==> src/rtl/scale_pkg.sv <==
// rtl/scale_pkg.sv - shared widths and arithmetic helpers for the requantiser pipeline
package scale_pkg;

  localparam int DW_DEF = 22;
  localparam int DN_DEF = 4;
  localparam int MW_DEF = 9;
  localparam int SW_DEF = 5;
  localparam int OW_DEF = 8;

  // Helpers work on a generous fixed width so any lane configuration fits.
  localparam int WIDE = 64;
  typedef logic signed [WIDE-1:0] wide_t;

  typedef struct packed {
    wide_t value;
    logic  sat;
  } clip_t;

  // Round half up (ties toward +inf), then arithmetic shift.
  function automatic wide_t round_shift(input wide_t p, input int unsigned n);
    wide_t bias;
    if (n == 0) return p;
    bias = wide_t'(1) <<< (n - 1);
    return (p + bias) >>> n;
  endfunction

  function automatic clip_t sat_clip(input wide_t v, input int unsigned ow);
    wide_t hi;
    wide_t lo;
    clip_t c;
    hi = (wide_t'(1) <<< (ow - 1)) - wide_t'(1);
    lo = -(wide_t'(1) <<< (ow - 1));
    c.value = v;
    c.sat   = 1'b0;
    if (v > hi) begin
      c.value = hi;
      c.sat   = 1'b1;
    end else if (v < lo) begin
      c.value = lo;
      c.sat   = 1'b1;
    end
    return c;
  endfunction

endpackage

==> src/rtl/scale_lane.sv <==
// rtl/scale_lane.sv - one lane: multiply, round-shift, offset/ReLU/saturate
module scale_lane
  import scale_pkg::*;
#(
  parameter int DW = DW_DEF,
  parameter int MW = MW_DEF,
  parameter int SW = SW_DEF,
  parameter int OW = OW_DEF
) (
  input  logic          clk,
  input  logic          rst,
  input  logic          en,
  input  logic [DW-1:0] a,
  input  logic [MW-1:0] m,
  input  logic [SW-1:0] n1,
  input  logic [OW-1:0] zp2,
  input  logic          relu2,
  output logic [OW-1:0] y,
  output logic          sat
);

  localparam int PW = DW + MW + 1;

  logic signed [PW-1:0] a_x;
  logic signed [PW-1:0] m_x;
  logic signed [PW-1:0] p_q;
  logic signed [PW-1:0] r_q;
  logic signed [PW-1:0] r_d;
  wide_t                r_w;
  wide_t                v_w;
  clip_t                c;

  // Scale is unsigned: a zero MSB keeps it positive in the signed multiply.
  assign a_x = PW'($signed(a));
  assign m_x = PW'({1'b0, m});

  always_comb begin
    r_w = round_shift(wide_t'(p_q), 32'(n1));
    r_d = r_w[PW-1:0];
    v_w = wide_t'(r_q) + wide_t'($signed(zp2));
    if (relu2 && (v_w < 0)) v_w = '0;
    c = sat_clip(v_w, OW);
  end

  always_ff @(posedge clk) begin
    if (rst) begin
      p_q <= '0;
      r_q <= '0;
      y   <= '0;
      sat <= 1'b0;
    end else if (en) begin
      p_q <= a_x * m_x;
      r_q <= r_d;
      y   <= c.value[OW-1:0];
      sat <= c.sat;
    end
  end

endmodule

==> src/rtl/scale_pipe.sv <==
// rtl/scale_pipe.sv - DN-lane requantiser with valid/ready and a whole-pipe stall
module scale_pipe
  import scale_pkg::*;
#(
  parameter int DW = DW_DEF,
  parameter int DN = DN_DEF,
  parameter int MW = MW_DEF,
  parameter int SW = SW_DEF,
  parameter int OW = OW_DEF
) (
  input  logic             clk,
  input  logic             rst,
  input  logic             m_valid,
  output logic             m_ready,
  input  logic [DN*DW-1:0] m_data1,
  input  logic [DN*MW-1:0] m_data2,
  input  logic [SW-1:0]    n,
  input  logic [OW-1:0]    zp,
  input  logic             relu_en,
  output logic             s_valid,
  input  logic             s_ready,
  output logic [DN*OW-1:0] s_data,
  output logic [DN-1:0]    s_sat
);

  logic          en;
  logic          v1;
  logic          v2;
  logic [SW-1:0] n1;
  logic [OW-1:0] zp1;
  logic [OW-1:0] zp2;
  logic          relu1;
  logic          relu2;

  assign en      = !s_valid || s_ready;
  assign m_ready = en;

  // Mode travels with its beat so changes never touch beats in flight.
  always_ff @(posedge clk) begin
    if (rst) begin
      v1      <= 1'b0;
      v2      <= 1'b0;
      s_valid <= 1'b0;
      n1      <= '0;
      zp1     <= '0;
      zp2     <= '0;
      relu1   <= 1'b0;
      relu2   <= 1'b0;
    end else if (en) begin
      v1      <= m_valid;
      v2      <= v1;
      s_valid <= v2;
      n1      <= n;
      zp1     <= zp;
      zp2     <= zp1;
      relu1   <= relu_en;
      relu2   <= relu1;
    end
  end

  for (genvar i = 0; i < DN; i++) begin : g_lane
    scale_lane #(
      .DW(DW),
      .MW(MW),
      .SW(SW),
      .OW(OW)
    ) u_lane (
      .clk  (clk),
      .rst  (rst),
      .en   (en),
      .a    (m_data1[i*DW +: DW]),
      .m    (m_data2[i*MW +: MW]),
      .n1   (n1),
      .zp2  (zp2),
      .relu2(relu2),
      .y    (s_data[i*OW +: OW]),
      .sat  (s_sat[i])
    );
  end

endmodule

==> config.mk <==
export PLATFORM = sky130hd
export DESIGN_NAME = scale_pipe
export DESIGN_NICKNAME = d
export VERILOG_FILES = /design/src/rtl/scale_pkg.sv /design/src/rtl/scale_lane.sv /design/src/rtl/scale_pipe.sv
export SDC_FILE = /design/constraint.sdc
export NUM_CORES = 2
export LEC_CHECK = 0
export ABC_AREA = 1
export BUFFER_PORTS_ARGS = -buffer_cell sky130_fd_sc_hd__buf_2
export CORE_MARGIN = 3
export CORE_UTILIZATION = 60
export CTS_BUF_LIST = sky130_fd_sc_hd__clkbuf_8
export DETAILED_ROUTE_END_ITERATION = 6
export PLACE_DENSITY = 0.8
export SYNTH_ARGS = -nofsm -noshare
export SYNTH_HDL_FRONTEND = slang
export SYNTH_SLANG_ARGS = --single-unit
==> constraint.sdc <==
create_clock -name clk -period 5.5 [get_ports clk]
set_clock_uncertainty 0.15 [all_clocks]
set_input_delay 0.275 -clock clk [delete_from_list [all_inputs] [get_ports clk]]
set_output_delay 0.275 -clock clk [all_outputs]
set_load 0.1 [all_outputs]
==> run metrics <==
run status=finished with violations; violations in the final reports=design-rule violations; deepest clock path buffer count=3; Sink Count=318; mean area per synthesized cell=6.23 um^2; Yosys warning count=0; share of async-settable or async-resettable flops after synthesis=0%; number of cells produced by synthesis=11200; worst-case headroom to the max-slew limit=34.5%; number of flops mapped to enable cells by yosys=0; final weighted congestion in routability-driven placement=1.09; Root Driver=clkbuf_8; Arr. time, crit path=5740 ps; overall overflow remaining after global route=0; clock insertion delay at the later pin of the skew report=770 ps; ratio of final minimum period to clock period=95.5%; maximum number of pins on one net before global-route repair=174; Die H=346 um; maximum fanout along the worst path=12; total vias in the final route=74700; Boundary Pins=180; wire length of the first global-routing pass=389 mm; # DRC=3; post-layout net count=12600; Cell Rows=124; CTS HTree Levels=2; crit start category=register; final hold slack=88.0 ps; width of the chip=346 um; max_cap viols=0; Initial Util=60.7%; Crit Path Category=reg -> reg; DP HPWL=203 mm; top cell type by total area after synthesis=fa_1; most instantiated library cell after synthesis=nand2_1; area delta synth->final=8.37%; crit end category=register; number of hold violations in the final report=0; TritonCTS clock tree=done; type of the tightest min-delay check=in -> reg; share of the synthesized area in the top cell type=19.0%; PD cells=465 nW/um^2; top cells by area in the synthesized netlist=fa_1 (19%), nand2_1 (16%), inv_1 (12%), dfxtp_1 (9.2%), nand3_1 (8.8%); unrepaired setup endpoints after global routing=yes; Worst-Margin Slew=982 ps; I/O Buffers=179; average routed wire per standard cell=19.2 um; mapped cell area=69500 um^2; total die area=120000 um^2; required time at the endpoint of the critical path=5990 ps; maximum VDD drop=0.526 mV; clock period minus worst slack=5250 ps; number of buffers added by the clock tree synthesis step=60; number of violations reported at the end of detailed-routing iteration 0=8942; static power due to leakage=44.1 nW; final cell count without fillers=12900; DP Cell Count=12800; router iterations before antenna repair=7; final-report setup violation count=0; placeable core area=115000 um^2; ranking of synthesized cells by instance count=nand2_1 (2913), inv_1 (2268), nand3_1 (1221); number of global-route vias before repair=70700; share of post-route cells with drive strength above 1=7.89%; all-layer global routing usage=40.4%; share of the yosys chip area belonging to registers=9.15%; final antenna-violating net count=0; post-CTS clock slew at the launch and capture registers of the worst setup and hold paths=80 ps; number of max-slew violations in the final report=0; utilization after layout=65.7%; wire length reported by the detailed router=248 mm; number of distinct library cells after synthesis=61; Synth Register Bits=318; Max Clk Rate=0.190 GHz; leading register cell type out of synthesis=dfxtp_1; initial antenna violation count=11; Avg Vias per Cell=5.77
## registers in the layout, summed over array words and instances (netlist names)
| signal | flops |
|---|---|
| n1 | 5 |
| zp1 | 8 |
| v1 | 1 |
| g_lane.u_lane.y | 32 |
| g_lane.u_lane.sat | 4 |
| g_lane.u_lane.r_q | 128 |
| relu1 | 1 |
| relu2 | 1 |
| g_lane.u_lane.p_q | 128 |
| v2 | 1 |
| s_valid | 1 |
| zp2 | 8 |
## report_power, final
group          switching [W]  total [W]  internal (W)
clock                0.00127    0.00297       0.00171
sequential          0.000837    0.00385       0.00301
combinational         0.0172     0.0283        0.0110
total                 0.0193     0.0351        0.0157
## metal layers
| layer | wire length (um) | track usage, % |
|---|---|---|
| met1 | 103000 | 56.3 |
| met2 | 104000 | 61.0 |
| met3 | 29100 | 9.26 |
| met4 | 11600 | 15.2 |
| met5 | 80 | 0 |
## repair_timing
item | in CTS | in global routing
endpoints found under the hold margin | 24 | 0
gates resized for setup | 0 | 25
setup buffers | 0 | 1
hold buffers | 25 | 0
setup endpoints to repair | 0 | 63
## layout by cell type (no fill, tap or decap), types with 39 or more instances in the layout
| cell | n |
|---|---|
| buf_2 | 178 |
| inv_2 | 54 |
| nand3_1 | 1220 |
| fa_1 | 660 |
| inv_1 | 2277 |
| a31oi_1 | 75 |
| nor2_1 | 537 |
| ha_1 | 475 |
| clkbuf_8 | 71 |
| xor2_1 | 202 |
| buf_4 | 375 |
| o21ai_0 | 522 |
| xnor2_1 | 111 |
| a21oi_1 | 514 |
| o21ai_1 | 40 |
| dfxtp_1 | 312 |
| o21bai_1 | 101 |
| nand2_2 | 39 |
| nor3_1 | 80 |
| nand2_1 | 2912 |
| o211ai_1 | 94 |
| nand3b_1 | 63 |
| nand4_1 | 100 |
## cell families after synthesis
group                      after synthesis  share of synthesized area [%]
adders and majority gates             1137                           27.6
buffers and inverters                 2806                           15.4
other                                    1                        0.00539
DFF                                    318                           9.15
and+or+nand+nor                       5103                           31.8
xor gates and xnor gates               313                           3.94
AOI/OAI and AO/OA                     1488                           12.1
muxes                                    3                         0.0432
## final timing paths
path | startpoint | slack [ps] | end | cells after the start
worst max-delay path | n1[0] | 250 | g_lane[3].u_lane.r_q[28] | 26
worst min-delay path | n[1] | 90 | n1[1] | 3
worst max register to register | n1[0] | 250 | g_lane[3].u_lane.r_q[28] | 26
worst min register to register | g_lane[1].u_lane.y[7] | 330 | g_lane[1].u_lane.y[7] | 2
## cell type report
cell class	instances	area [um^2]
clock inverter	39	498
sequential	318	6390
multi-input combinational	8072	52700
tap	1512	1890
clock buffer	71	977
fill	10800	39300
antenna	4	10.0
timing repair buffer	588	4140
inverter	2330	8770
## stage by stage
stage               power, W  setup TNS [ps]  setup slack [ps]  instance area, um^2
floorplan             0.0219           -31.0             -31.0                69700
finish                0.0351               0               247                75400
CTS                   0.0344               0               105                75200
global route          0.0384            -196             -62.1                75400
detailed placement    0.0312           -5080              -390                73500
global placement      0.0305           -2560              -346                73500
## worst max-delay path, stage by stage (launching register included)
cell and delay, ps:
dfxtp_4 520, inv_4 70, ha_1 420, inv_1 220, nand2_2 150, nor2_4 390, nand2_2 140, nor2_2 440
nand2_1 230, o21ai_0 340, inv_1 80, nand2_1 100, nand2_1 60, nand2_1 90, inv_1 40, nand2_1 150
nand2_1 180, nand3_1 150, nand2_1 120, nand2_2 180, nand2_1 60, nand3_1 140, nand3_1 110, nand3_1 90
nand3_1 300, nand2_1 150, inv_1 40
(Power assumes the default switching activity.)
